## src/rtl/process_scheduler_if.sv

```systemverilog
// Signal bundle between the process scheduler and the core/OS side.
// The master drives the requests and the slave (the scheduler) drives the switch controls.
interface process_scheduler_if #(
    parameter int ID_W      = 2,
    parameter int QUANTUM_W = 16
);
    logic                 sched_en;
    logic                 instr_retire;
    logic [31:0]          current_pc;
    logic [QUANTUM_W-1:0] quantum;
    logic                 create_valid;
    logic [ID_W-1:0]      create_id;
    logic [31:0]          create_pc;
    logic                 kill_valid;
    logic [ID_W-1:0]      kill_id;
    logic                 yield_req;
    logic                 switch_ack;
    logic                 switch_req;
    logic                 load_pc;
    logic [31:0]          new_pc;
    logic [ID_W-1:0]      current_id;
    logic                 idle;

    modport master (
        output sched_en, instr_retire, current_pc, quantum,
        output create_valid, create_id, create_pc,
        output kill_valid, kill_id, yield_req, switch_ack,
        input  switch_req, load_pc, new_pc, current_id, idle
    );

    modport slave (
        input  sched_en, instr_retire, current_pc, quantum,
        input  create_valid, create_id, create_pc,
        input  kill_valid, kill_id, yield_req, switch_ack,
        output switch_req, load_pc, new_pc, current_id, idle
    );
endinterface

```

## src/rtl/process_scheduler.sv

```systemverilog
// Round-robin, quantum-based preemptive process scheduler for the single-cycle core.
// Optional macro PROCESS_SCHEDULER_YIELD_EN: when defined, yield_req ends the running slice.
module process_scheduler #(
    parameter int NPROC     = 4,
    parameter int ID_W      = 2,
    parameter int QUANTUM_W = 16
) (
    input  logic               clk,
    input  logic               rst,
    process_scheduler_if.slave bus
);

    typedef enum logic [2:0] {
        IDLE,
        RUN,
        DRAIN,
        SAVE,
        SELECT,
        LOAD
    } state_t;

    state_t               state_reg, state_next;
    logic [NPROC-1:0]     valid_reg, valid_next;
    logic [ID_W-1:0]      current_id_reg, current_id_next;
    logic [31:0]          new_pc_reg, new_pc_next;
    logic [QUANTUM_W-1:0] cnt_reg, cnt_next;
    logic                 no_save_reg, no_save_next;
    logic                 from_idle_reg, from_idle_next;

    logic [31:0]          slot_pc [NPROC];
    logic                 halt_core;
    logic                 load_strobe;
    logic                 save_en;
    logic                 yield_hit;
    logic [QUANTUM_W-1:0] quantum_eff;
    logic [ID_W-1:0]      search_base;
    logic [ID_W-1:0]      cand;
    logic [ID_W-1:0]      pick_id;
    logic                 pick_found;

`ifdef PROCESS_SCHEDULER_YIELD_EN
    assign yield_hit = bus.yield_req;
`else
    logic unused_yield;
    assign unused_yield = bus.yield_req;
    assign yield_hit    = 1'b0;
`endif

    // A zero quantum would never expire, so it behaves as a one-instruction slice.
    assign quantum_eff = (bus.quantum == '0) ? QUANTUM_W'(1) : bus.quantum;

    // Per-slot table entry: valid flag update and saved PC register.
    genvar gi;
    generate
        for (gi = 0; gi < NPROC; gi++) begin : g_slot
            logic        kill_hit;
            logic        create_hit;
            logic        save_hit;
            logic [31:0] pc_reg;

            assign kill_hit   = bus.kill_valid && (bus.kill_id == ID_W'(gi));
            assign create_hit = bus.create_valid && (bus.create_id == ID_W'(gi))
                                && !valid_reg[gi] && !kill_hit;
            assign save_hit   = save_en && (current_id_reg == ID_W'(gi));

            assign valid_next[gi] = kill_hit ? 1'b0 : (create_hit ? 1'b1 : valid_reg[gi]);

            // A create only lands on an invalid slot, so it overrides a save that raced a kill.
            always_ff @(posedge clk or posedge rst) begin
                if (rst) begin
                    pc_reg <= '0;
                end else if (create_hit) begin
                    pc_reg <= bus.create_pc;
                end else if (save_hit) begin
                    pc_reg <= bus.current_pc;
                end
            end

            assign slot_pc[gi] = pc_reg;
        end
    endgenerate

    // Round-robin pick: scan upward from the slot after the base, the base itself last.
    always_comb begin
        search_base = from_idle_reg ? ID_W'(NPROC - 1) : current_id_reg;
        cand        = '0;
        pick_id     = '0;
        pick_found  = 1'b0;
        for (int k = NPROC; k >= 1; k--) begin
            cand = search_base + ID_W'(k);
            if (valid_reg[cand]) begin
                pick_found = 1'b1;
                pick_id    = cand;
            end
        end
    end

    always_comb begin
        state_next      = state_reg;
        current_id_next = current_id_reg;
        new_pc_next     = new_pc_reg;
        cnt_next        = cnt_reg;
        no_save_next    = no_save_reg;
        from_idle_next  = from_idle_reg;
        halt_core       = 1'b0;
        load_strobe     = 1'b0;
        save_en         = 1'b0;

        unique case (state_reg)
            IDLE: begin
                if (bus.sched_en && (|valid_reg)) begin
                    state_next     = DRAIN;
                    no_save_next   = 1'b1;
                    from_idle_next = 1'b1;
                end
            end
            RUN: begin
                if (!bus.sched_en) begin
                    state_next = IDLE;
                end else if (!valid_reg[current_id_reg]) begin
                    state_next   = DRAIN;
                    no_save_next = 1'b1;
                end else if ((bus.instr_retire && (cnt_reg == QUANTUM_W'(1))) || yield_hit) begin
                    state_next = DRAIN;
                end else if (bus.instr_retire && (cnt_reg != '0)) begin
                    cnt_next = cnt_reg - QUANTUM_W'(1);
                end
            end
            DRAIN: begin
                halt_core = 1'b1;
                if (bus.switch_ack) begin
                    state_next = (no_save_reg || !valid_reg[current_id_reg]) ? SELECT : SAVE;
                end
            end
            SAVE: begin
                halt_core  = 1'b1;
                save_en    = 1'b1;
                state_next = SELECT;
            end
            SELECT: begin
                halt_core      = 1'b1;
                no_save_next   = 1'b0;
                from_idle_next = 1'b0;
                if (pick_found) begin
                    current_id_next = pick_id;
                    new_pc_next     = slot_pc[pick_id];
                    state_next      = LOAD;
                end else begin
                    state_next = IDLE;
                end
            end
            LOAD: begin
                halt_core   = 1'b1;
                load_strobe = 1'b1;
                cnt_next    = quantum_eff;
                state_next  = RUN;
            end
            default: begin
                state_next = IDLE;
            end
        endcase
    end

    always_ff @(posedge clk or posedge rst) begin
        if (rst) begin
            state_reg      <= IDLE;
            valid_reg      <= '0;
            current_id_reg <= '0;
            new_pc_reg     <= '0;
            cnt_reg        <= '0;
            no_save_reg    <= 1'b0;
            from_idle_reg  <= 1'b0;
        end else begin
            state_reg      <= state_next;
            valid_reg      <= valid_next;
            current_id_reg <= current_id_next;
            new_pc_reg     <= new_pc_next;
            cnt_reg        <= cnt_next;
            no_save_reg    <= no_save_next;
            from_idle_reg  <= from_idle_next;
        end
    end

    // Halt and load strobes decode the state directly so a reset drops them at once.
    assign bus.switch_req = halt_core;
    assign bus.load_pc    = load_strobe;
    assign bus.new_pc     = new_pc_reg;
    assign bus.current_id = current_id_reg;
    assign bus.idle       = (state_reg == IDLE);

endmodule
```

## src/flat_wrapper.sv

```systemverilog
// flat-port wrapper written by rule: the top's interface ports become plain ports
module process_scheduler_flat 
#(
    parameter int NPROC     = 4,
    parameter int ID_W      = 2,
    parameter int QUANTUM_W = 16
)
  (clk, rst, bus_sched_en, bus_instr_retire, bus_current_pc, bus_quantum, bus_create_valid, bus_create_id, bus_create_pc, bus_kill_valid, bus_kill_id, bus_yield_req, bus_switch_ack, bus_switch_req, bus_load_pc, bus_new_pc, bus_current_id, bus_idle);
  process_scheduler_if #(.ID_W(ID_W), .QUANTUM_W(QUANTUM_W)) bus_i ();
  input  logic clk;
  input  logic rst;
  input wire logic [$bits(bus_i.sched_en)-1:0] bus_sched_en;
  input wire logic [$bits(bus_i.instr_retire)-1:0] bus_instr_retire;
  input wire logic [$bits(bus_i.current_pc)-1:0] bus_current_pc;
  input wire logic [$bits(bus_i.quantum)-1:0] bus_quantum;
  input wire logic [$bits(bus_i.create_valid)-1:0] bus_create_valid;
  input wire logic [$bits(bus_i.create_id)-1:0] bus_create_id;
  input wire logic [$bits(bus_i.create_pc)-1:0] bus_create_pc;
  input wire logic [$bits(bus_i.kill_valid)-1:0] bus_kill_valid;
  input wire logic [$bits(bus_i.kill_id)-1:0] bus_kill_id;
  input wire logic [$bits(bus_i.yield_req)-1:0] bus_yield_req;
  input wire logic [$bits(bus_i.switch_ack)-1:0] bus_switch_ack;
  output wire logic [$bits(bus_i.switch_req)-1:0] bus_switch_req;
  output wire logic [$bits(bus_i.load_pc)-1:0] bus_load_pc;
  output wire logic [$bits(bus_i.new_pc)-1:0] bus_new_pc;
  output wire logic [$bits(bus_i.current_id)-1:0] bus_current_id;
  output wire logic [$bits(bus_i.idle)-1:0] bus_idle;
  assign bus_i.sched_en = bus_sched_en;
  assign bus_i.instr_retire = bus_instr_retire;
  assign bus_i.current_pc = bus_current_pc;
  assign bus_i.quantum = bus_quantum;
  assign bus_i.create_valid = bus_create_valid;
  assign bus_i.create_id = bus_create_id;
  assign bus_i.create_pc = bus_create_pc;
  assign bus_i.kill_valid = bus_kill_valid;
  assign bus_i.kill_id = bus_kill_id;
  assign bus_i.yield_req = bus_yield_req;
  assign bus_i.switch_ack = bus_switch_ack;
  assign bus_switch_req = bus_i.switch_req;
  assign bus_load_pc = bus_i.load_pc;
  assign bus_new_pc = bus_i.new_pc;
  assign bus_current_id = bus_i.current_id;
  assign bus_idle = bus_i.idle;
  process_scheduler #(.NPROC(NPROC), .ID_W(ID_W), .QUANTUM_W(QUANTUM_W)) u_core (.clk(clk), .rst(rst), .bus(bus_i));
endmodule
```

## config.mk

```make
export PLATFORM = sky130hd
export DESIGN_NAME = process_scheduler_flat
export DESIGN_NICKNAME = d
export VERILOG_FILES = /design/src/rtl/process_scheduler_if.sv /design/src/rtl/process_scheduler.sv /design/src/flat_wrapper.sv
export SDC_FILE = /design/constraint.sdc
export NUM_CORES = 1
export LEC_CHECK = 0
export BUFFER_PORTS_ARGS = -buffer_cell sky130_fd_sc_hd__buf_2
export CELL_PAD_IN_SITES_DETAIL_PLACEMENT = 0
export CELL_PAD_IN_SITES_GLOBAL_PLACEMENT = 2
export CORE_MARGIN = 2
export CORE_UTILIZATION = 37
export DETAILED_ROUTE_END_ITERATION = 16
export PLACE_DENSITY = 0.79
export RECOVER_POWER = 50
export SYNTH_ARGS = -nofsm -noshare
export SYNTH_HDL_FRONTEND = slang
export SYNTH_SLANG_ARGS = --single-unit
```

## constraint.sdc

```tcl
create_clock -name clk -period 6.5 [get_ports clk]
set_input_delay 0.325 -clock clk [delete_from_list [all_inputs] [get_ports clk]]
set_output_delay 0.325 -clock clk [all_outputs]
set_load 0.02 [all_outputs]
```

# Yosys cells after proc, flatten, opt, wreduce, memory -nomap -nowiden
# Cells that the tools add are included.
[totals]
ff_bits = 187
in_bits = 92
out_inout_bits = 37
wordCells = 165
[classes]
addsub = 4
magnitude_cmp = 6
eq_ne = 23
muxes = 60
bitwise_logic = 1
reduce_logical = 57
[op_table]
columns = ["cell", "count"]
rows = [
  ["$mux W32", 10],
  ["$mux W16", 5],
  ["$bmux W32 S2", 1],
  ["$pmux W16 S2", 1],
  ["$logic_and A1 B1 Y1", 23],
  ["$mux W1", 23],
  ["$mux W3", 7],
  ["$reduce_bool A2 Y1", 10],
  ["$pmux W3 S6", 1],
  ["$eq A16 B1 Y1 const B", 1],
  ["$logic_not A16 Y1", 1],
  ["$reduce_bool A16 Y1", 1],
  ["$sub A16 B1 Y16 const B", 1],
  ["$lt A2 B3 Y1 const B", 5],
  ["$eq A2 B2 Y1 const B", 6],
  ["$bmux W1 S2", 5],
  ["$mux W2", 5],
  ["$logic_not A1 Y1", 9],
  ["$ne A2 B2 Y1 const B", 4],
  ["$reduce_or A4 Y1", 2],
  ["$eq A2 B1 Y1 const B", 3],
  ["$eq A3 B2 Y1 const B", 2],
  ["$eq A3 B3 Y1 const B", 2],
  ["$logic_not A2 Y1", 3],
  ["16 further kinds", 20],
]

# Depth between registers and ports, before layout
# Gate-level depths: netlist (run 1).
[depth]
ltp_word = 11
depth_mapped = 9
mapped_depth_nobuf = 7

# Worst setup path before layout (run 1)
# Ideal clock, no wire load.
[synth_path]
path_type = "reg-to-reg"
from = "reg u_core.cnt_reg[10]"
to = "reg u_core.cnt_reg[4]"
setup_time_ns = 0.126
t_arrival_ns = 2.208
slack_ns = 4.167
path_stages_with_launch = 7
synth_period_minus_slack_ns = 2.333
cell_sequence = "dfrtp_1 > or3_4 > or4b_4 > o41a_1 > buf_6 > buf_8 > o311a_1"
[synth_via]
elab_chain_cells = 4
[synth_rtl]
columns = ["element", "line", "rtl"]
rows = [
  ["start, declared", "process_scheduler.sv:26", "logic [QUANTUM_W-1:0] cnt_reg, cnt_next;"],
  ["start signal, assigned", "process_scheduler.sv:178", "cnt_reg <= cnt_next;"],
  ["$eq A16 B1 Y1 or $reduce_bool A16 Y1 (tied branches)", "process_scheduler.sv:123, process_scheduler.sv:125", ""],
  ["$logic_and A1 B1 Y1, on equally long branches", "process_scheduler.sv:123, process_scheduler.sv:125", ""],
  ["$ne A2 B2 Y1 (no line) or $ne A2 B1 Y1 (tied branches)", "-", ""],
  ["$reduce_and A5 Y1 (no line) (*)", "-", ""],
]
# Mark *: on every way between the ends. The rest lies on a longest branch, timed or not.
# A chain may end at the register's enable or synchronous reset.

==> impl_metrics.csv, run 1 <==
group,metric,value,unit
outcome,status,"complete, but fails checks",
outcome,violations,"capacitance limit, slew limit",
synth,yosysTopAreaCellShare,48.2,%
global_routing,grt_first_pass_wirelength,44000,um
worst_setup_path,crit_fanout,123,
synth,synth_edf_count,0,
synth,syn_area_per_cell,9.81,um2
routing,first_iter_violations,395,
global_routing,grt_max_degree,124,
min_path,min_path_type,"input pin to async pin",
routing,wl,27900,um
power,power.leakage,4.79,nW
timing,layout_setup_ws,2380,ps
die,fp.dieW,166,um
synth,synth_flop_cell,"dfrtp_1",
clock_tree,post_cts_buffers,0,
worst_setup_path,worst_ep_required_time,6210,ps
worst_setup_path,cp-start-kind,"input pin",
clock_tree,cts_resized,0,
finish,syn2layout_area_growth,14.7,%
synth,yosys.area.top_type,"dfrtp_1",
synth,syn_area,9720,um2
synth,syn_nets,1086,
finish,drive_gt1_share,14.5,%
clock_tree,worstSkewPairLatency,440,ps
routing,drc,0,
die,io_pins,129,
timing,skew,13.7,ps
timing,finalMaxSlewViolations,66,
die,die_y,166,um
finish,fin_nets,1175,
clock_tree,htreeDepth,4,
die,rows,59,
global_routing,grt_usage,20.4,%
placement,place.gp.congestion,0.732,
synth,async_reset_ff_share,100,%
placement,dpl.hpwl,16500,um
clock_tree,path_clk_slew,80,ps
timing,rsz0062_at_grt,"no",
clock_tree,cts_tree,"done",
timing,setup_violations,0,
timing,max_freq,0.243,GHz
timing,relSlewSlack,-144,%
timing,setup-tns-final,0,ps
power,ir_drop,0.189,mV
worst_setup_path,cp.arrival,3820,ps
synth,seq_area_frac_synth,48.2,%
worst_setup_path,worst-setup-path-type,"input pin to async pin",
synth,synth-seq-cells,187,
die,start_util,37.5,%
die,fp.coreArea,25900,um2
synth,syn_inst,991,
power,p_total,4.76,mW
routing,dr.pass1.iters,5,
routing,routed_via_density,5.31,
synth,synth.area.top_cells,"dfrtp_1 48%, mux2i_1 18%, a21oi_1 5.8%",
synth,yosysWarnings,0,
clock_tree,cts.sinks,187,
clock_tree,hold_buffers,0,
routing,routedWlPerCell,19.5,um
clock_tree,cts-root-buf,"clkbuf_16",
worst_setup_path,endpoint_kind,"async pin",
routing,drt.antenna.violating_nets,0,
global_routing,grt_pass1_vias,7558,
global_routing,overflow,0,
clock_tree,cts_buffers,17,
placement,port_buffers,127,
timing,period_needed,4120,ps
finish,num-fill-cells,2673,
placement,dpl_worst_slack,2790,ps
timing,tightest_slew,3660,ps
routing,vias,7591,
timing,period_share,63.3,%
timing,final-hold-violation-count,0,
synth,yosysUniqueCellTypes,65,
global_routing,grt_antenna_before_repair,3,
die,die-area,27600,um2
finish,largest_reg_flops,128,
job,maxCapViolations,1,
clock_tree,clockBufferDepth,2,
power,power_density,428,nW/um2
-- layout make-up --
class | count | area, um2 | area share, %
diodes | 1 | 2.50 | 0.0225
clock buffers | 17 | 425 | 3.82
clock inverters | 15 | 153 | 1.37
inverters | 8 | 37.5 | 0.337
multi-input cells | 725 | 4730 | 42.5
flip-flops and latches | 187 | 4680 | 42.0
well taps | 335 | 419 | 3.76
repair buffers | 141 | 693 | 6.22
-- final timing paths --
kind              slack (ps)                         end  cells past startpoint                startpoint
min in group clk         100          u_core.cnt_reg[10]                      3           bus_quantum[10]
max in group clk        2730       u_core.bus.new_pc[13]                      6  u_core.bus.current_id[0]
hold / removal            90  u_core.g_slot[2].pc_reg[3]                      2                       rst
setup reg to reg        2730       u_core.bus.new_pc[13]                      6  u_core.bus.current_id[0]
hold reg to reg          510       u_core.bus.new_pc[13]                      2     u_core.bus.new_pc[13]
setup / recovery        2380  u_core.g_slot[1].pc_reg[0]                      3                       rst
-- per-layer routing --
layer	routed length, um	GRT usage (%)	share of wire (%)
met3	1240	4.58	4.4
met2	13000	33.0	47
met5	30	0	0.11
met1	13400	28.4	48
met4	222	4.05	0.80
-- where the power goes --
group / internal [mW] / leakage (nW) / switching [mW] / total, mW
clock: 0.512 / 0.274 / 0.529 / 1.04
sequential: 1.65 / 2.17 / 0.349 / 2.00
combinational: 0.716 / 2.35 / 1.01 / 1.72
-- logic make-up (layout without fill, tap and decap cells) --
logic type | after synthesis | count (layout) | share of synthesized area, %
DFF | 187 | 187 | 48.2
AOI/OAI and AO/OA | 243 | 243 | 15.5
xor gates and xnor gates | 9 | 9 | 0.811
adders and majority gates | 3 | 3 | 0.386
other | 0 | 1 | 0
and+or+nand+nor | 297 | 297 | 13.7
muxes | 173 | 173 | 18.0
buffers and inverters | 79 | 181 | 3.50
-- cells in the final DEF, fill, tap and decap left out, drive strengths merged, types with 13 or more instances in the layout --
master  netlist  routed
nand2        76      76
and3         19      19
o21ai        46      46
mux2i       172     172
a21oi       113     113
buf          23     105
dfrtp       187     187
inv           7      14
a211oi       38      38
nor2        143     143
clkbuf       48      53
o221ai       13      13
-- Yosys cell counts (6+ instances only) --
cell type and instances:
nor3_1 11, nand2_1 75, nor2_1 142, a211oi_1 38, nand4_1 6, o221ai_1 12
nand3_1 9, a21oi_1 112, o21ai_1 21, dfrtp_1 187, buf_2 14, xor2_1 8
nor4_1 7, inv_1 6, mux2i_1 172, and3_1 19, clkbuf_1 48, o21ai_0 25
-- through the flow --
stage / utilization, % / instance area, um2 / hold WS (ps) / std cells
after floorplan: - / 9720 / 437 / 991
after global routing: 43.0 / 11100 / 93.2 / 1429
after CTS: 43.2 / 11200 / 81.6 / 1428
after global placement: 40.9 / 10600 / 478 / 1396
after detailed placement: 40.9 / 10600 / 483 / 1396
final: 43.0 / 11100 / 90.0 / 1429
-- critical path, stage by stage --
cell      delay, ps
clkbuf_1        130
inv_8           600
clkbuf_1       2640
No activity file was read; power rests on OpenSTA's default activity.
==> run 2: changes to the inputs <==
==> constraint.sdc (replaced) <==
create_clock -name clk -period 4.15 [get_ports clk]
set_input_delay 0.2075 -clock clk [delete_from_list [all_inputs] [get_ports clk]]
set_output_delay 0.2075 -clock clk [all_outputs]
set_load 0.02 [all_outputs]
==> impl_metrics.csv, run 2 (synthesized netlist as in run 1, its figures left out) <==
group,metric,value,unit
die,io_pins,129,
finish,final_util,43.6,%
power,ir_drop,0.338,mV
timing,relSlewSlack,-81.2,%
finish,multi_input_area,4740,um2
power,p_total,7.51,mW
power,power_density,665,nW/um2
job,maxCapViolations,1,
die,start_util,37.5,%
routing,routed_via_density,5.31,
worst_setup_path,endpoint_kind,"register",
routing,drc,0,
global_routing,grt_antenna_before_repair,4,
finish,largest_reg_flops,128,
global_routing,grt_max_degree,188,
worst_setup_path,worst_ep_required_time,4420,ps
finish,mostFrequentLayoutCell,"dfrtp_1",
worst_setup_path,worst-setup-path-type,"register to register",
min_path,min_path_type,"input pin to register",
timing,tightest_slew,2720,ps
timing,rsz0062_at_grt,"no",
finish,num-fill-cells,2595,
global_routing,overflow,0,
timing,period_needed,2880,ps
clock_tree,cts_buffers,17,
timing,setup-tns-final,0,ps
clock_tree,cts-root-buf,"clkbuf_16",
routing,dr.pass1.iters,4,
routing,drt.antenna.violating_nets,0,
timing,finalMaxSlewViolations,188,
routing,wl,27500,um
routing,vias,7647,
die,die-area,27600,um2
global_routing,grt_first_pass_wirelength,43300,um
global_routing,grt_pass1_vias,7464,
placement,dpl.hpwl,17000,um
timing,skew,12.1,ps
outcome,status,"complete, but fails checks",
die,fp.coreArea,25900,um2
die,rows,59,
timing,max_freq,0.347,GHz
worst_setup_path,crit_fanout,27,
clock_tree,clockBufferDepth,2,
placement,port_buffers,127,
worst_setup_path,cp-start-kind,"register",
finish,register_area,4680,um2
outcome,violations,"capacitance limit, slew limit",
clock_tree,cts_tree,"done",
routing,routedWlPerCell,19.1,um
worst_setup_path,cp.arrival,3150,ps
power,power.leakage,4.91,nW
timing,final-hold-violation-count,0,
clock_tree,cts.sinks,187,
finish,final_cell_mix,"187 x dfrtp_1, 172 x mux2i_1, 142 x nor2_1",
placement,place.gp.congestion,0.754,
die,die_y,166,um
clock_tree,path_clk_slew,80,ps
routing,first_iter_violations,432,
finish,drive_gt1_share,17.0,%
timing,period_share,69.4,%
finish,fin_nets,1186,
clock_tree,cts_resized,0,
finish,syn2layout_area_growth,16.1,%
clock_tree,htreeDepth,4,
clock_tree,worstSkewPairLatency,440,ps
clock_tree,post_cts_buffers,0,
die,fp.dieW,166,um
timing,setup_violations,0,
global_routing,grt_usage,20.1,%
[run 2: final timing paths]
kind / from / to / slack, ps / cells past startpoint
min reg2reg: u_core.bus.new_pc[3] / u_core.bus.new_pc[3] / 490 / 2
max: u_core.bus.current_id[1] / u_core.bus.new_pc[24] / 1270 / 6
min in group asynchronous: rst / u_core.no_save_reg / 670 / 3
max in group asynchronous: rst / u_core.cnt_reg[8] / 1710 / 3
min: bus_quantum[3] / u_core.cnt_reg[3] / 20 / 3
max reg2reg: u_core.bus.current_id[1] / u_core.bus.new_pc[24] / 1270 / 6
[run 2: repair_timing]
action                                  in CTS  in global routing
hold buffers                                 4                  0
endpoints found under the setup margin       0                  0
endpoints found under the hold margin        4                  0
[run 2: final cells by class]
class                           instances  share of cell area (%)
Antenna cell                            2                  0.0444
Clock buffer                           17                    3.77
Clock inverter                         15                    1.49
Inverter                                8                   0.299
Multi-Input combinational cell        725                    42.0
Sequential cell                       187                    41.5
Tap cell                              335                    3.71
Timing Repair Buffer                  152                    7.22
[run 2: per-stage QoR]
step	hold slack, ps	setup slack (ps)	cells	cell area, um2
floorplan	319	1540	991	9720
global route	11.8	1050	1439	11300
finish	19.2	1270	1441	11300
CTS	2.46	1240	1439	11300
detailed placement	446	1260	1403	10700
global placement	437	1310	1403	10700
[run 2: routing by layer]
| metal | track usage [%] | wire length (um) | vias up |
|---|---|---|---|
| met5 | 0 | 27 | - |
| met4 | 3.44 | 186 | 4 |
| met3 | 4.31 | 1230 | 13 |
| met2 | 33.2 | 13000 | 153 |
| met1 | 27.5 | 13000 | 3702 |
| li1 | - | - | 3775 |
[run 2: power by group]
part | total, mW | internal, mW | leakage (nW) | switching (mW)
Combinational | 2.74 | 1.17 | 2.45 | 1.57
Sequential | 3.12 | 2.59 | 2.17 | 0.534
Clock | 1.64 | 0.812 | 0.286 | 0.832
Total | 7.51 | 4.57 | 4.91 | 2.94
[run 2: critical path, stage by stage, from the launching register on]
cell and delay [ps]:
dfrtp_1 510, nor2b_1 210, o21a_1 250, o32ai_4 500, nand2_2 680, mux2i_1 380, o221ai_1 160
